[src/rtl/flash_read_responder.sv]
// flash_read_responder
//   Flash-side responder for the controller's weight/bias fetch protocol.
//   A one-cycle request (i_flash_ready-style strobe + word address) triggers
//   an access on an asynchronous parallel flash with WAIT_STATES fixed wait
//   cycles. A one-word prefetch buffer holds address+1 so that the
//   controller's sequential walk is served in one cycle.
//
// Ports
//   clk, rst          clock (rising edge), synchronous active-high reset
//   flash_ready       request strobe, one cycle
//   flash_address     word address, sampled with flash_ready
//   flashData_out     returned word, held until the next delivery
//   data_valid        one-cycle pulse with each flashData_out update
//   busy              a demand fetch is outstanding
//   overrun           sticky: a request arrived while busy and was dropped
//   mem_addr          flash address bus (registered)
//   mem_ce_n/mem_oe_n flash chip/output enable, active low (registered)
//   mem_data          flash data bus
module flash_read_responder #(
  parameter int WAIT_STATES = 4,
  parameter bit PREFETCH_EN = 1'b1
) (
  input  logic        clk,
  input  logic        rst,
  input  logic        flash_ready,
  input  logic [15:0] flash_address,
  output logic [15:0] flashData_out,
  output logic        data_valid,
  output logic        busy,
  output logic        overrun,
  output logic [15:0] mem_addr,
  output logic        mem_ce_n,
  output logic        mem_oe_n,
  input  logic [15:0] mem_data
);

  localparam logic [1:0] S_IDLE  = 2'd0;
  localparam logic [1:0] S_SETUP = 2'd1;
  localparam logic [1:0] S_WAIT  = 2'd2;
  localparam logic [1:0] S_CAP   = 2'd3;

  localparam logic K_DEMAND   = 1'b0;
  localparam logic K_PREFETCH = 1'b1;

  localparam logic [2:0] CNT_LAST = 3'(WAIT_STATES - 1);

  logic [1:0]  r_state;
  logic        r_kind;
  logic [2:0]  r_cnt;
  logic [15:0] r_target;
  logic        r_pf_valid;
  logic [15:0] r_pf_addr;
  logic [15:0] r_pf_data;
  logic [15:0] r_data;
  logic        r_dv;
  logic        r_overrun;
  logic [15:0] r_mem_addr;
  logic        r_ce_n;
  logic        r_oe_n;

  logic        w_active, w_busy, w_in_pf;
  logic        w_hit, w_miss, w_promote, w_abort;
  logic        w_cap_dem, w_cap_pf;
  logic        w_start;
  logic [15:0] w_start_addr;
  logic        w_start_kind;

  assign w_active = (r_state != S_IDLE);
  assign w_busy   = w_active && (r_kind == K_DEMAND);
  assign w_in_pf  = w_active && (r_kind == K_PREFETCH);

  assign w_hit  = flash_ready && !w_active && PREFETCH_EN && r_pf_valid &&
                  (r_pf_addr == flash_address);
  assign w_miss = flash_ready && !w_active && !w_hit;

  // A request that matches the in-flight prefetch target simply re-labels
  // the access; any other address throws the prefetch away.
  assign w_promote = flash_ready && w_in_pf && (flash_address == r_target);
  assign w_abort   = flash_ready && w_in_pf && (flash_address != r_target);

  // Promotion in the capture cycle itself still delivers this cycle's sample.
  assign w_cap_dem = (r_state == S_CAP) && ((r_kind == K_DEMAND) || w_promote);
  assign w_cap_pf  = (r_state == S_CAP) && (r_kind == K_PREFETCH) && !flash_ready;

  always_comb begin
    w_start      = 1'b0;
    w_start_addr = r_target;
    w_start_kind = K_DEMAND;
    if (w_hit) begin
      w_start      = 1'b1;
      w_start_addr = flash_address + 16'd1;
      w_start_kind = K_PREFETCH;
    end else if (w_miss || w_abort) begin
      w_start      = 1'b1;
      w_start_addr = flash_address;
      w_start_kind = K_DEMAND;
    end else if (w_cap_dem && PREFETCH_EN) begin
      w_start      = 1'b1;
      w_start_addr = r_target + 16'd1;
      w_start_kind = K_PREFETCH;
    end
  end

  always_ff @(posedge clk) begin
    if (rst) begin
      r_state    <= S_IDLE;
      r_kind     <= K_DEMAND;
      r_cnt      <= 3'd0;
      r_target   <= 16'd0;
      r_pf_valid <= 1'b0;
      r_pf_addr  <= 16'd0;
      r_pf_data  <= 16'd0;
      r_data     <= 16'd0;
      r_dv       <= 1'b0;
      r_overrun  <= 1'b0;
      r_mem_addr <= 16'd0;
      r_ce_n     <= 1'b1;
      r_oe_n     <= 1'b1;
    end else begin
      r_dv <= w_hit || w_cap_dem;
      if (w_hit)
        r_data <= r_pf_data;
      else if (w_cap_dem)
        r_data <= mem_data;

      if (w_busy && flash_ready)
        r_overrun <= 1'b1;

      if (w_hit || w_miss) begin
        r_pf_valid <= 1'b0;
      end else if (w_cap_pf) begin
        r_pf_valid <= 1'b1;
        r_pf_addr  <= r_target;
        r_pf_data  <= mem_data;
      end

      if (w_promote)
        r_kind <= K_DEMAND;

      // Back-to-back accesses keep the strobes low; only mem_addr moves.
      if (w_start) begin
        r_state    <= S_SETUP;
        r_target   <= w_start_addr;
        r_kind     <= w_start_kind;
        r_mem_addr <= w_start_addr;
        r_ce_n     <= 1'b0;
        r_oe_n     <= 1'b0;
      end else begin
        case (r_state)
          S_SETUP: begin
            r_state <= S_WAIT;
            r_cnt   <= 3'd0;
          end
          S_WAIT: begin
            if (r_cnt == CNT_LAST)
              r_state <= S_CAP;
            else
              r_cnt <= r_cnt + 3'd1;
          end
          S_CAP: begin
            r_state <= S_IDLE;
            r_ce_n  <= 1'b1;
            r_oe_n  <= 1'b1;
          end
          default: r_state <= S_IDLE;
        endcase
      end
    end
  end

  assign flashData_out = r_data;
  assign data_valid    = r_dv;
  assign busy          = w_busy;
  assign overrun       = r_overrun;
  assign mem_addr      = r_mem_addr;
  assign mem_ce_n      = r_ce_n;
  assign mem_oe_n      = r_oe_n;

endmodule

[config.mk]
export PLATFORM = sky130hd
export DESIGN_NAME = flash_read_responder
export DESIGN_NICKNAME = d
export VERILOG_FILES = /design/src/rtl/flash_read_responder.sv
export SDC_FILE = /design/constraint.sdc
export NUM_CORES = 1
export LEC_CHECK = 0
export BUFFER_PORTS_ARGS = -buffer_cell sky130_fd_sc_hd__buf_2
export CORE_MARGIN = 8
export CORE_UTILIZATION = 51
export DETAILED_ROUTE_END_ITERATION = 8
export PLACE_DENSITY = 0.77
export SETUP_SLACK_MARGIN = 0.05
export SLEW_MARGIN = 10
export SYNTH_ARGS = -nofsm -noshare
export SYNTH_HDL_FRONTEND = slang
export SYNTH_SLANG_ARGS = --single-unit
[constraint.sdc]
create_clock -name clk -period 2.16 [get_ports clk]
set_input_delay 0.108 -clock clk [delete_from_list [all_inputs] [get_ports clk]]
set_output_delay 0.108 -clock clk [all_outputs]
set_load 0.05 [all_outputs]
# After elaboration in Yosys (flattened, before gate mapping)
# Cells that the tools add are included.
[op_classes]
add_sub_neg = 3
n_bitwise = 3
n_mux = 19
n_reduce_logical = 31
n_eq_ne = 10
[ops]
columns = ["cell", "count"]
rows = [
  ["2-to-1 mux 16 bit", 5],
  ["adder 16 x 1 -> 16 bit (second input constant)", 2],
  ["equality test 16 bit", 2],
  ["!= test 16 bit", 1],
  ["logical AND 1 bit", 13],
  ["2-to-1 mux 1 bit", 10],
  ["nonzero test 2 bit", 5],
  ["case mux 3 bit (2 select lines)", 1],
  ["equality test 2 bit (second input constant)", 2],
  ["logical OR 1 bit", 4],
  ["!= test 2 bit (second input constant)", 2],
  ["case mux 2 bit (2 select lines)", 1],
  ["AND reduction 2 bit", 2],
  ["OR reduction 2 bit", 2],
  ["adder 3 x 1 -> 3 bit (second input constant)", 1],
  ["equality test 3 x 2 -> 1 bit (second input constant)", 1],
  ["logical NOT 1 bit", 3],
  ["2-to-1 mux 3 bit", 1],
  ["!= test 3 bit (second input constant)", 1],
  ["NOT 1 bit", 3],
  ["AND reduction 3 bit", 1],
  ["nonzero test 3 bit", 1],
  ["equality test 2 x 1 -> 1 bit (second input constant)", 1],
  ["2-to-1 mux 2 bit", 1],
]
[word_totals]
ff_bits = 74

# Logic depth before layout (Yosys ltp)
[depth]
depth_word = 12
ltp_mapped = 10

# Least setup slack after synthesis
# OpenSTA, ideal clock, no wires.
[synth_path]
kind = "reg-to-reg"
from = "register mem_addr[7] (netlist name)"
to = "register r_data[10] (netlist: flashData_out[10])"
setup_slack_ns = -0.441
path_stages_with_launch = 11
required_time_ns = 2.032
setup_time_ns = 0.128
t_arrival_ns = 2.473
path_buffers = 3
cell_sequence = "dfxtp_1 > clkbuf_1 > xnor2_1 > nand4_1 > nor4_2 > nor3b_1 > o21ai_0 > buf_2 > buf_4 > mux2i_1 > o21ai_0"
[synth_lines]
columns = ["item", "line_no", "rtl"]
rows = [
  ["end signal: assignment", "122", "r_data <= r_pf_data;"],
  ["end signal: assignment", "124", "r_data <= mem_data;"],
  ["end: declaration", "54", "logic [15:0] r_data;"],
]

# Final worst setup path
[layout_path]
from = "register r_pf_addr[7]"
to = "register r_mem_addr[15] (netlist: mem_addr[15])"
[layout_via]
elab_chain_len = 8
word_cells_on_any_way = 11
cone_classes = "eq/ne (1); mux (4); reduce/logical (6)"
[layout_lines]
columns = ["item", "line_no", "rtl"]
rows = [
  ["start: declaration", "52", "logic [15:0] r_pf_addr;"],
  ["start signal: assignment", "133", "r_pf_addr <= r_target;"],
  ["equality test 16 bit *", "73", "(r_pf_addr == flash_address);"],
  ["logical AND 1 bit *", "72", "assign w_hit = flash_ready && !w_active && PREFETCH_EN && r_pf_valid &&"],
  ["logical NOT 1 bit", "74", "assign w_miss = flash_ready && !w_active && !w_hit;"],
  ["logical AND 1 bit", "74", ""],
  ["logical OR 1 bit", "93", "end else if (w_miss || w_abort) begin"],
  ["2-to-1 mux 1 bit", "93", ""],
  ["2-to-1 mux 1 bit", "89", "if (w_hit) begin"],
  ["AND reduction 2 bit (no source line)", "-", ""],
  ["end signal: assignment", "145", "r_mem_addr <= w_start_addr;"],
  ["end: declaration", "57", "logic [15:0] r_mem_addr;"],
]
# Every way passes the cells marked *; elsewhere a longest branch is shown, timed or not.
# A chain may end at the register's enable or synchronous reset.

==> impl_metrics.tcl <==
set metrics [dict create \
    pwr-share-seq_pct 42.2 \
    cts_root_buffer "clkbuf_8" \
    ys_warn_count 0 \
    netlist.area_leader.share_pct 36.0 \
    critical_path.cell_chain "xor2_1 > or4_4 > nor4_4 > buf_4 > and2_4 > buf_4 > buf_4 > nand4_1 > a21oi_2 > a211oi_1" \
    crit_buf_inv 3 \
    start_kind "flop" \
    path_common_cell "buf_4" \
    cts_sinks 74 \
    grt_pass1_wl_um 21300 \
    reg2reg_setup_slack_ns -0.12 \
    crit_slowest_cell "or4_4" \
    row_count 32 \
    p_int_uw 2280 \
    synth_area_leaders "dfxtp_1 (36%), nand2_1 (9.4%), xnor2_1 (6.2%)" \
    min_from "flash_address[0]" \
    start_util_pct 52.9 \
    final.min_clock_period_ns 2.28 \
    numCtsBuffers 9 \
    path_max_fanout 5 \
    post-synth-top-count-cell "nand2_1" \
    drtPass1Iterations 5 \
    grt_overflow_total 0 \
    pin_count 72 \
    slew_viol_final 0 \
    place_inst 712 \
    antenna_found_initial 0 \
    gp_congestion 0.970 \
    cts.htree.levels 3 \
    fin_worst_skew_ns 0.0110 \
    worst_slack_ns -0.116 \
    syn-instance-count 512 \
    synth_edf_count 0 \
    crit_arrival_ns 2.50 \
    clkLatencyLatePin_ns 0.36 \
    ys_ff_latch 74 \
    rsz0062_at_grt "true" \
    slew_headroom_pct 61.8 \
    instances_no_fill 754 \
    violations "setup timing" \
    worstReg2RegEnd "mem_addr[15]$_SDFFE_PP0P_" \
    stdcell_area_um2 5650 \
    fin_util_pct 72.7 \
    p_clk_share_pct 34.6 \
    p_sw_share_pct 33.1 \
    tritoncts "done" \
    die-area_um2 11200 \
    setup_viol 10 \
    fmax_mhz 439 \
    cts.clk_slew.worst_paths_ns 0.09 \
    critPathKind "flop to flop" \
    crit_required_ns 2.38 \
    p_per_area_nw_per_um2 602 \
    fin_setup_tns_ns -0.517 \
    synth_top_flop_cell "dfxtp_1" \
    clk_path_buf_depth 2 \
    crit_family "simple AND/OR/NAND/NOR gates" \
    port-buffer-count 71 \
    combPwrFrac_pct 23.2 \
    syn_to_final_growth_pct 37.4 \
    fp.dieH_um 106 \
    vdd_drop_max_uv 424 \
    ff2ff_path_depth 10 \
    via_count 4398 \
    hpwl_um 9550 \
    min_to "mem_addr[0]$_SDFFE_PP0P_" \
    synth_nets 554 \
    period_share_pct 105 \
    worst_pin_slew_ns 0.573 \
    grt_pass1_vias 4345 \
    maxCapViolCount 0 \
    core_um2 7770 \
    switchingPower_uw 1120 \
    power.leakage_uw 0.00241 \
    slowest_delay_ns 0.56 \
    diodes 0 \
    layout.nets 689 \
    grtUsageTotal_pct 23.3 \
    syn_area_um2 4110 \
    drive_gt1_share_pct 35.7 \
    r2r-start "r_pf_addr[7]$_SDFFE_PP0P_" \
    grt_max_degree 29 \
    hold_violations 0 \
    critPathCaptureType "flop" \
    drt_wl_total_um 13700 \
    placed_area_um2 4940 \
    ant_nets 0 \
    dpl_worst_slack_ns -0.143 \
    postSynth.asyncResetShare_pct 0 \
    yosysUniqueCellTypes 60 \
    synth_seq_area_share_pct 36.0 \
    synth_common_cells "nand2_1 (103), dfxtp_1 (74), a21oi_1 (40)" \
    die_w_um 106 \
    min_path_cells 3 \
    postSynthAreaPerCell_um2 8.03 \
    hold_class "primary input to flop" \
    yosys.area.top_type "dfxtp_1" \
    status "finished with violations" \
    drc 0 \
    first_iter_violations 337 \
    drt-wirelength-per-cell_um 18.2 \
    drt-vias-per-instance 5.83 \
]
[worst reg2reg max path: cells and delay by family, from the launching register on]
family / cells / cell delay [ns]
buffers and inverters: 3 / 0.40
and+or+nand+nor: 4 / 1.03
DFF: 1 / 0.34
AOI/OAI and AO/OA: 2 / 0.20
xor gates and xnor gates: 1 / 0.18
[metal layers]
| metal | wire length (um) | GRT usage (%) |
|---|---|---|
| met2 | 6710 | 39.1 |
| met3 | 1050 | 5.54 |
| met4 | 351 | 8.64 |
| met5 | 0 | 0 |
| met1 | 5590 | 28.3 |
[sequential cells by signal, summed over array words and instances (netlist names)]
name / count
mem_addr: 16
r_kind: 1
r_cnt: 3
r_pf_addr: 16
overrun: 1
r_pf_data: 16
data_valid: 1
mem_oe_n: 1
r_state: 2
flashData_out: 16
r_pf_valid: 1
[worst max-delay path by stage]
stage / from / depth (start not counted) / to / slack (ns)
6_report: r_pf_addr[7]$_SDFFE_PP0P_ / 10 / mem_addr[15]$_SDFFE_PP0P_ / -0.12
5_1_grt: r_pf_addr[7]$_SDFFE_PP0P_ / 9 / mem_addr[6]$_SDFFE_PP0P_ / -0.15
4_1_cts: r_pf_addr[13]$_SDFFE_PP0P_ / 9 / mem_addr[6]$_SDFFE_PP0P_ / -0.14
3_5_place_dp: flash_address[4] / 9 / mem_addr[11]$_SDFFE_PP0P_ / -0.14
3_3_place_gp: flash_address[4] / 9 / mem_addr[13]$_SDFFE_PP0P_ / -0.14
2_1_floorplan: mem_addr[4]$_SDFFE_PP0P_ / 8 / mem_addr[7]$_SDFFE_PP0P_ / 0.007
[stage by stage]
stage / power (uW) / hold slack, ns
global placement: 2150 / 0.360
floorplan: 1910 / 0.187
CTS: 3360 / 0.101
detailed placement: 2160 / 0.367
finish: 3400 / 0.115
global route: 3510 / 0.114
[layout make-up]
cell class	count	area (um^2)
repair buffers	160	1120
multi-input cells	394	2640
flip-flops and latches	74	1520
inverters	8	30.0
clock buffers	9	124
well taps	102	128
clock inverters	7	83.8
fillers	569	2120
[kinds of logic after synthesis]
family,share of synthesized area [%]
AOI/OAI and AO/OA,15.3
xor gates and xnor gates,9.13
adders and majority gates,2.13
buffers and inverters,6.03
DFF,36.0
muxes,5.39
and+or+nand+nor,26.0
[power by group through the flow]
stage	combinational, uW	clock (uW)	sequential, uW
finish	787	1180	1440
detailed placement	692	0	1460
global route	834	1240	1440
floorplan	314	0	1600
CTS	732	1190	1430
global placement	685	0	1460
[placed cells by master, fill, tap and decap left out, types with 3 or more instances in the layout]
cell,n
dfxtp_2,17
inv_6,4
nand4b_1,3
nor2b_1,4
xor2_1,9
and3_1,11
mux2i_1,21
buf_12,3
a2111oi_2,3
nor4_1,3
buf_4,65
ha_1,6
xnor2_1,24
nand2_2,4
xnor2_2,5
o21ai_1,14
clkbuf_8,9
dfxtp_1,52
nor4_4,4
nand2b_1,3
o21ai_0,13
nor3_1,11
inv_1,8
and3_4,3
a211oi_1,3
dfxtp_4,5
dlygate4sd3_1,16
and2_1,4
or3_1,3
xor2_2,4
nand2_1,100
buf_2,71
a31oi_1,5
nand4_1,10
nor2_1,29
a21oi_1,39
nand3_1,10
buf_6,5
[timing repair]
action,in CTS,in global routing
setup buffers,8,6
cloned,0,0
endpoints found under the setup margin,16,32
pin swaps,24,22
hold endpoints to repair,16,0
resized for setup,22,40
hold buffers,16,0
No activity file was read; power rests on OpenSTA's default activity.
